**src/rtl/core_lsu_axil.sv**
```systemverilog
// -----------------------------------------------------------------------------
// core_lsu_axil
//   AXI4-Lite load/store unit sitting between the execute stage and the data
//   bus. One load or store is accepted per REQ_VALID/REQ_READY handshake and
//   captured internally. Byte strobes and lane shifting are derived from the
//   address offset and access size; load data is sign- or zero-extended.
//   Every request ends in a single-cycle RSP_VALID pulse carrying the outcome.
//
// Ports
//   CLK, RST            clock (rising edge), synchronous active-high reset
//   REQ_*               request channel from the pipeline (valid/ready)
//   RSP_VALID/ERR/RDATA one-cycle completion strobe, status and load data
//   BUSY                unit is not idle
//   AXI_AW*/W*/B*       AXI4-Lite write address / data / response (master)
//   AXI_AR*/R*          AXI4-Lite read address / data (master)
// -----------------------------------------------------------------------------
module core_lsu_axil #(
   parameter int AXI_AWIDTH     = 32,
   parameter int AXI_DWIDTH     = 32,
   parameter int TIMEOUT_CYCLES = 256
) (
   input  logic                      CLK,
   input  logic                      RST,
   input  logic                      REQ_VALID,
   output logic                      REQ_READY,
   input  logic                      REQ_WE,
   input  logic [1:0]                REQ_SIZE,
   input  logic                      REQ_UNSIGNED,
   input  logic [31:0]               REQ_ADDR,
   input  logic [AXI_DWIDTH-1:0]     REQ_WDATA,
   output logic                      RSP_VALID,
   output logic [1:0]                RSP_ERR,
   output logic [AXI_DWIDTH-1:0]     RSP_RDATA,
   output logic                      BUSY,
   output logic [AXI_AWIDTH-1:0]     AXI_AWADDR,
   output logic                      AXI_AWVALID,
   input  logic                      AXI_AWREADY,
   output logic [AXI_DWIDTH-1:0]     AXI_WDATA,
   output logic [AXI_DWIDTH/8-1:0]   AXI_WSTRB,
   output logic                      AXI_WVALID,
   input  logic                      AXI_WREADY,
   input  logic [1:0]                AXI_BRESP,
   input  logic                      AXI_BVALID,
   output logic                      AXI_BREADY,
   output logic [AXI_AWIDTH-1:0]     AXI_ARADDR,
   output logic                      AXI_ARVALID,
   input  logic                      AXI_ARREADY,
   input  logic [AXI_DWIDTH-1:0]     AXI_RDATA,
   input  logic [1:0]                AXI_RRESP,
   input  logic                      AXI_RVALID,
   output logic                      AXI_RREADY
);

   localparam int LANES = AXI_DWIDTH / 8;
   localparam int OFFW  = $clog2(LANES);
   localparam int TW    = (TIMEOUT_CYCLES > 1) ? $clog2(TIMEOUT_CYCLES) : 1;

   localparam logic [2:0] S_IDLE = 3'd0;
   localparam logic [2:0] S_RD   = 3'd1;
   localparam logic [2:0] S_WR   = 3'd2;
   localparam logic [2:0] S_WB   = 3'd3;
   localparam logic [2:0] S_RSP  = 3'd4;

   localparam logic [1:0] E_OK   = 2'b00;
   localparam logic [1:0] E_MIS  = 2'b01;
   localparam logic [1:0] E_BUS  = 2'b10;
   localparam logic [1:0] E_TMO  = 2'b11;

   // offset must be a multiple of the access size; dword exists only on 64-bit
   function automatic logic misaligned(input logic [1:0] size, input logic [2:0] off);
      case (size)
         2'b00:   misaligned = 1'b0;
         2'b01:   misaligned = off[0];
         2'b10:   misaligned = |off[1:0];
         default: misaligned = (LANES == 4) || (|off);
      endcase
   endfunction

   function automatic logic [LANES-1:0] strb_of(input logic [1:0] size, input logic [OFFW-1:0] off);
      logic [7:0] m;
      case (size)
         2'b00:   m = 8'h01;
         2'b01:   m = 8'h03;
         2'b10:   m = 8'h0f;
         default: m = 8'hff;
      endcase
      strb_of = LANES'(m) << off;
   endfunction

   // Extension is done at 64 bits and truncated so one body serves both widths.
   function automatic logic [AXI_DWIDTH-1:0] load_ext(input logic [AXI_DWIDTH-1:0] rdata,
                                                     input logic [1:0] size,
                                                     input logic uns,
                                                     input logic [OFFW-1:0] off);
      logic [AXI_DWIDTH-1:0] sh;
      logic [63:0]           w;
      logic [63:0]           r;
      sh = rdata >> {off, 3'b000};
      w  = 64'(sh);
      case (size)
         2'b00:   r = {{56{~uns & w[7]}},  w[7:0]};
         2'b01:   r = {{48{~uns & w[15]}}, w[15:0]};
         2'b10:   r = {{32{~uns & w[31]}}, w[31:0]};
         default: r = w;
      endcase
      load_ext = AXI_DWIDTH'(r);
   endfunction

   logic [2:0]            state_q,   state_d;
   logic [1:0]            size_q,    size_d;
   logic                  uns_q,     uns_d;
   logic [OFFW-1:0]       off_q,     off_d;
   logic [AXI_AWIDTH-1:0] araddr_q,  araddr_d;
   logic [AXI_AWIDTH-1:0] awaddr_q,  awaddr_d;
   logic [AXI_DWIDTH-1:0] wdata_q,   wdata_d;
   logic [LANES-1:0]      wstrb_q,   wstrb_d;
   logic                  arvalid_q, arvalid_d;
   logic                  awvalid_q, awvalid_d;
   logic                  wvalid_q,  wvalid_d;
   logic [TW-1:0]         tmo_q,     tmo_d;
   logic [1:0]            err_q,     err_d;
   logic [AXI_DWIDTH-1:0] rdata_q,   rdata_d;

   logic [OFFW-1:0]       req_off;
   logic [AXI_AWIDTH-1:0] req_bus_addr;
   logic                  tmo_hit;
   logic                  aw_done;
   logic                  w_done;

   assign req_off      = REQ_ADDR[OFFW-1:0];
   assign req_bus_addr = {REQ_ADDR[AXI_AWIDTH-1:OFFW], {OFFW{1'b0}}};
   assign tmo_hit      = (TIMEOUT_CYCLES != 0) && (tmo_q == TW'(TIMEOUT_CYCLES - 1));
   assign aw_done      = ~awvalid_q | AXI_AWREADY;
   assign w_done       = ~wvalid_q  | AXI_WREADY;

   always_comb begin
      state_d   = state_q;
      size_d    = size_q;
      uns_d     = uns_q;
      off_d     = off_q;
      araddr_d  = araddr_q;
      awaddr_d  = awaddr_q;
      wdata_d   = wdata_q;
      wstrb_d   = wstrb_q;
      arvalid_d = arvalid_q;
      awvalid_d = awvalid_q;
      wvalid_d  = wvalid_q;
      tmo_d     = tmo_q;
      err_d     = err_q;
      rdata_d   = rdata_q;

      case (state_q)
         S_IDLE: begin
            if (REQ_VALID) begin
               size_d = REQ_SIZE;
               uns_d  = REQ_UNSIGNED;
               off_d  = req_off;
               tmo_d  = '0;
               if (misaligned(REQ_SIZE, 3'(req_off))) begin
                  state_d = S_RSP;
                  err_d   = E_MIS;
                  rdata_d = '0;
               end else if (REQ_WE) begin
                  state_d   = S_WR;
                  awaddr_d  = req_bus_addr;
                  wdata_d   = REQ_WDATA << {req_off, 3'b000};
                  wstrb_d   = strb_of(REQ_SIZE, req_off);
                  awvalid_d = 1'b1;
                  wvalid_d  = 1'b1;
               end else begin
                  state_d   = S_RD;
                  araddr_d  = req_bus_addr;
                  arvalid_d = 1'b1;
               end
            end
         end

         S_RD: begin
            tmo_d = tmo_q + TW'(1);
            if (arvalid_q && AXI_ARREADY) arvalid_d = 1'b0;
            // a completing beat wins over a timeout landing in the same cycle
            if (AXI_RVALID) begin
               state_d   = S_RSP;
               arvalid_d = 1'b0;
               if (AXI_RRESP != 2'b00) begin
                  err_d   = E_BUS;
                  rdata_d = '0;
               end else begin
                  err_d   = E_OK;
                  rdata_d = load_ext(AXI_RDATA, size_q, uns_q, off_q);
               end
            end else if (tmo_hit) begin
               state_d   = S_RSP;
               arvalid_d = 1'b0;
               err_d     = E_TMO;
               rdata_d   = '0;
            end
         end

         S_WR: begin
            tmo_d = tmo_q + TW'(1);
            if (awvalid_q && AXI_AWREADY) awvalid_d = 1'b0;
            if (wvalid_q  && AXI_WREADY)  wvalid_d  = 1'b0;
            if (aw_done && w_done) begin
               state_d = S_WB;
            end else if (tmo_hit) begin
               state_d   = S_RSP;
               awvalid_d = 1'b0;
               wvalid_d  = 1'b0;
               err_d     = E_TMO;
               rdata_d   = '0;
            end
         end

         S_WB: begin
            tmo_d = tmo_q + TW'(1);
            if (AXI_BVALID) begin
               state_d = S_RSP;
               err_d   = (AXI_BRESP != 2'b00) ? E_BUS : E_OK;
               rdata_d = '0;
            end else if (tmo_hit) begin
               state_d = S_RSP;
               err_d   = E_TMO;
               rdata_d = '0;
            end
         end

         S_RSP: begin
            state_d = S_IDLE;
         end

         default: begin
            state_d = S_IDLE;
         end
      endcase
   end

   always_ff @(posedge CLK) begin
      if (RST) begin
         state_q   <= S_IDLE;
         size_q    <= '0;
         uns_q     <= 1'b0;
         off_q     <= '0;
         araddr_q  <= '0;
         awaddr_q  <= '0;
         wdata_q   <= '0;
         wstrb_q   <= '0;
         arvalid_q <= 1'b0;
         awvalid_q <= 1'b0;
         wvalid_q  <= 1'b0;
         tmo_q     <= '0;
         err_q     <= E_OK;
         rdata_q   <= '0;
      end else begin
         state_q   <= state_d;
         size_q    <= size_d;
         uns_q     <= uns_d;
         off_q     <= off_d;
         araddr_q  <= araddr_d;
         awaddr_q  <= awaddr_d;
         wdata_q   <= wdata_d;
         wstrb_q   <= wstrb_d;
         arvalid_q <= arvalid_d;
         awvalid_q <= awvalid_d;
         wvalid_q  <= wvalid_d;
         tmo_q     <= tmo_d;
         err_q     <= err_d;
         rdata_q   <= rdata_d;
      end
   end

   assign REQ_READY   = (state_q == S_IDLE) & ~RST;
   assign BUSY        = (state_q != S_IDLE);
   assign RSP_VALID   = (state_q == S_RSP);
   assign RSP_ERR     = err_q;
   assign RSP_RDATA   = rdata_q;

   assign AXI_ARADDR  = araddr_q;
   assign AXI_ARVALID = arvalid_q;
   assign AXI_RREADY  = (state_q == S_RD);
   assign AXI_AWADDR  = awaddr_q;
   assign AXI_AWVALID = awvalid_q;
   assign AXI_WDATA   = wdata_q;
   assign AXI_WSTRB   = wstrb_q;
   assign AXI_WVALID  = wvalid_q;
   assign AXI_BREADY  = (state_q == S_WB);

endmodule

```
**config.mk**
```make
export PLATFORM = sky130hd
export DESIGN_NAME = core_lsu_axil
export DESIGN_NICKNAME = d
export VERILOG_FILES = /design/src/rtl/core_lsu_axil.sv
export SDC_FILE = /design/constraint.sdc
export NUM_CORES = 1
export LEC_CHECK = 0
export CORE_MARGIN = 5
export CORE_UTILIZATION = 40
export CTS_BUF_LIST = sky130_fd_sc_hd__clkbuf_2
export DETAILED_ROUTE_END_ITERATION = 10
export GPL_TIMING_DRIVEN = 0
export PLACE_DENSITY = 0.86
export SYNTH_ARGS = -nofsm -noshare
export SYNTH_HDL_FRONTEND = slang
export SYNTH_SLANG_ARGS = --single-unit
```
**constraint.sdc**
```tcl
create_clock -name CLK -period 2.3 [get_ports CLK]
set_input_delay 0.23 -clock CLK [delete_from_list [all_inputs] [get_ports CLK]]
set_output_delay 0.23 -clock CLK [all_outputs]
set_load 0.01 [all_outputs]
```
==> run metrics <==
result of the run finished clean; setup tns final 0 ns; highest attainable clock frequency 465 MHz; Combinational Power Share 20.8%; final number of setup-violating endpoints 0; library cells used by synthesis 54; post-synthesis xor/xnor area fraction 0.813%; WL final 23.1 mm; instance count of the mapped netlist 757; post-route DRC violation count 0; Slew Limit Headroom 36.0%; switching part of the total 30.3%; reg-to-reg startpoint off_q[0]$_SDFFE_PP0P_; path class of the lowest-slack min-delay path input port to flip-flop; portion of the post-synthesis area used by sequential elements 46.2%; Final min period 2.15 ns; count of final hold-check violations 0; total global-route track usage 24.3%; slack of the worst reg-to-reg path 0.23 ns; area share of fa/ha/maj cells after synthesis 0.194%; design area 0.00977 mm^2; Detailed Route Iter0 Violations approximately 460; EDFF count, synth 0; data arrival time of the critical path 1.92 ns; max-slew violation count 0; pin count of the biggest net entering global routing 17; Vias between 6000 and 7000; Slowest Stage Delay on Critical Path 0.55 ns; vertical die dimension 137 um; Inserted Clock Buffers 17; Most used DFF post-synth dfxtp_1; antenna violations before repair 1; gate family responsible for the most delay along the worst path buffers and inverters; total overflow reported by the global router 0; DIE AREA roughly 0.019 mm^2; biggest fanout along the worst timing path 6; post-synthesis cell area 0.00646 mm^2; launching element of the worst setup path state_q[2]$_SDFFE_PP0N_; portion of total power attributed to the clock network 28.4%; Final Non-Filler Cells 1284; post-route clock skew around 0.036 ns; antenna-violating nets left 0; register bit total from synthesis roughly 150; largest family of logic cells by synthesized area simple AND/OR/NAND/NOR gates; start-to-end type of the worst setup path flip-flop to output port; Cell Count Post-Placement 1224; Initial Util 40.7%; ordered cell list for the critical path and3b_1 -> clkdlybuf4s50_1; count of yosys warnings during synthesis 0; final period utilization 93.6%; reg2reg end RSP_RDATA[20]$_SDFFE_PP0P_; average cell area after synthesis 8.54 um^2; number of cells on the critical path 2; RSZ-0062 raised after global routing false; number of placed I/O pins 254; root buffer cell clkbuf_2; width of the chip 137 um; clock latency on the worst-skew pair between 0.7 and 0.8 ns; area fraction in and, or, nand and nor cells after synthesis 19.8%; signed area change from the synthesized netlist to the final layout 51.3%; Pleak 3.50 nW; first-pass iteration count of the detailed router 5; power per standard cell area 549 mW/mm^2; first-pass GRT wire length about 35 mm; slowest library cell on the worst path clkdlybuf4s50_1; FP Rows between 40 and 50; Core Area about 0.016 mm^2; Min Hold Slack 0.0884 ns; compound-gate portion of the synthesized area 19.4%; proportion of layout cells with a drive suffix above 1 8.16%; critical path buffer and inverter count 1; worst path required time 2.07 ns; last element of the critical path AXI_BREADY; Bufs on Longest Clock Path 2; FF-to-FF path depth 5; final RePlAce weighted congestion 0.915; CTS tree built; Sink Count 149; mux share of post-synthesis cell area 9.00%; area post-placement 0.00923 mm^2; number of vias per cell 5.27; Final HPWL DP ~18 mm; part of the total power dissipated in sequential elements 50.8%; Critical Path Source Type flip-flop; async set-reset flop share out of synthesis 0%; Worst Max-Slew Pin Slew 0.957 ns; number of buffers added for setup after CTS 0; final core utilization 61.5%; net switching power of the design 0.00163 W; Critical Path End Type output port; clk slew on worst S/H paths 0.23 ns; max_cap viols 0; via count of the first global-routing pass 6537; IO buf count 248; Final Net Count 1166; Cell Int Power 0.00374 W; Routed WL per cell 18.0 um; CTS H-tree lvls 4; worst vdd rail ir drop 0.000300 V
registers in the layout, indices dropped and copies added (netlist names):
register     flops
state_q          3
AXI_AWVALID      1
uns_q            1
AXI_WVALID       1
AXI_AWADDR      30
AXI_ARADDR      30
RSP_RDATA       32
RSP_ERR          2
tmo_q            8
off_q            2
AXI_WDATA       32
size_q           2
AXI_WSTRB        4
AXI_ARVALID      1
cell type report:
cell class                 count  area (um^2)
timing repair buffer         274         2740
tap                          216          270
antenna                        2         5.00
multi-input combinational    545         3210
sequential                   149         2990
buffer                        61          290
clock buffer                  19         95.1
clock inverter                13          149
fill                        1356         6110
inverter                       5         18.8
cells by family after synthesis:
group,count (synthesis)
and+or+nand+nor,282
AOI/OAI and AO/OA,204
DFF,149
buffers and inverters,66
muxes,48
xor gates and xnor gates,6
adders and majority gates,1
other,1
routing by layer:
| layer | vias up | GRT usage [%] | part of all wire, % |
|---|---|---|---|
| met5 | - | 0 | 0 |
| met4 | 0 | 10.6 | 3.8 |
| met3 | 61 | 6.73 | 7.9 |
| met2 | 299 | 38.8 | 48 |
| met1 | 3149 | 30.7 | 40 |
| li1 | 3254 | - | - |
how the worst min path moves through the flow:
stage / from / to / slack [ns] / depth (start not counted)
floorplan: REQ_ADDR[10] / AXI_ARADDR[10]$_SDFFE_PP0P_ / 0.37 / 2
global placement: AXI_WDATA[8]$_SDFFE_PP0P_ / AXI_WDATA[8]$_SDFFE_PP0P_ / 0.44 / 2
CTS: REQ_ADDR[11] / AXI_AWADDR[11]$_SDFFE_PP0P_ / 0.00009 / 3
global route: REQ_ADDR[24] / AXI_ARADDR[24]$_SDFFE_PP0P_ / 0.005 / 3
finish: REQ_ADDR[31] / AXI_AWADDR[31]$_SDFFE_PP0P_ / 0.09 / 3
detailed placement: AXI_WDATA[8]$_SDFFE_PP0P_ / AXI_WDATA[8]$_SDFFE_PP0P_ / 0.44 / 2
synthesized netlist by cell type (all sizes together) (2+ instances only):
library cell / n / area (um^2)
and2: 3 / 18.8
a31oi: 10 / 62.6
buf: 30 / 165
a211oi: 6 / 50.1
or3: 2 / 17.5
o21ai: 39 / 195
xnor2: 4 / 35.0
xor2: 2 / 17.5
a21oi: 99 / 495
nor3: 5 / 25.0
a32o: 8 / 80.1
nand2: 176 / 663
o311ai: 2 / 17.5
inv: 5 / 18.8
nor2: 32 / 120
and3: 2 / 12.5
clkbuf: 31 / 116
a22o: 16 / 140
o2bb2ai: 8 / 70.1
mux4: 8 / 180
nand4b: 2 / 17.5
or2: 5 / 31.3
nor3b: 11 / 87.6
nand4: 3 / 25.0
dfxtp: 149 / 2980
nand2b: 5 / 31.3
nor4: 3 / 18.8
a211o: 8 / 70.1
nor2b: 13 / 81.3
nand3: 14 / 70.1
and4: 2 / 17.5
a311oi: 3 / 26.3
mux2i: 39 / 390
repair_timing:
action | in CTS | in global routing
gates resized for setup | 17 | 7
hold buffers | 24 | 2
endpoints found under the hold margin | 41 | 2
pin swaps | 0 | 1
endpoints found under the setup margin | 6 | 4
cells in the final DEF (no fill, tap or decap), drive strengths merged, types with 4 or more instances in the layout:
cell type	count
nor3b	11
xnor2	4
nand2	176
o21ai	39
dfxtp	149
inv	10
clkbuf	52
a21oi	99
nand3	14
a211oi	6
mux2i	39
or2	5
a32o	8
conb	4
clkinv	5
buf	28
a211o	8
nor2	32
dlygate4sd3	26
nor3	5
a22o	16
nand2b	5
clkdlybuf4s50	244
nor2b	13
mux4	8
o2bb2ai	8
a31oi	10
worst register-to-register path, delay by kind of cell (launching register included):
kind | cells | cell delay [ns]
buf+inv | 2 | 0.93
flops | 1 | 0.44
mux | 1 | 0.31
compound gates | 2 | 0.31
metrics by stage:
step | worst slack, ns | total power (W)
final | 0.148 | 0.00537
after floorplan | 0.547 | 0.00328
after CTS | 0.00964 | 0.00538
after global placement | -0.682 | 0.00381
after global routing | 0.000400 | 0.00560
after detailed placement | -0.711 | 0.00383
power groups by stage:
stage                     sequential, W  clock (W)  combinational [W]
after detailed placement        0.00277          0            0.00106
after CTS                       0.00272    0.00156            0.00110
after global routing            0.00274    0.00166            0.00120
after global placement          0.00276          0            0.00105
final                           0.00272    0.00153            0.00112
after floorplan                 0.00279          0           0.000485
No activity file was read; power rests on OpenSTA's default activity.
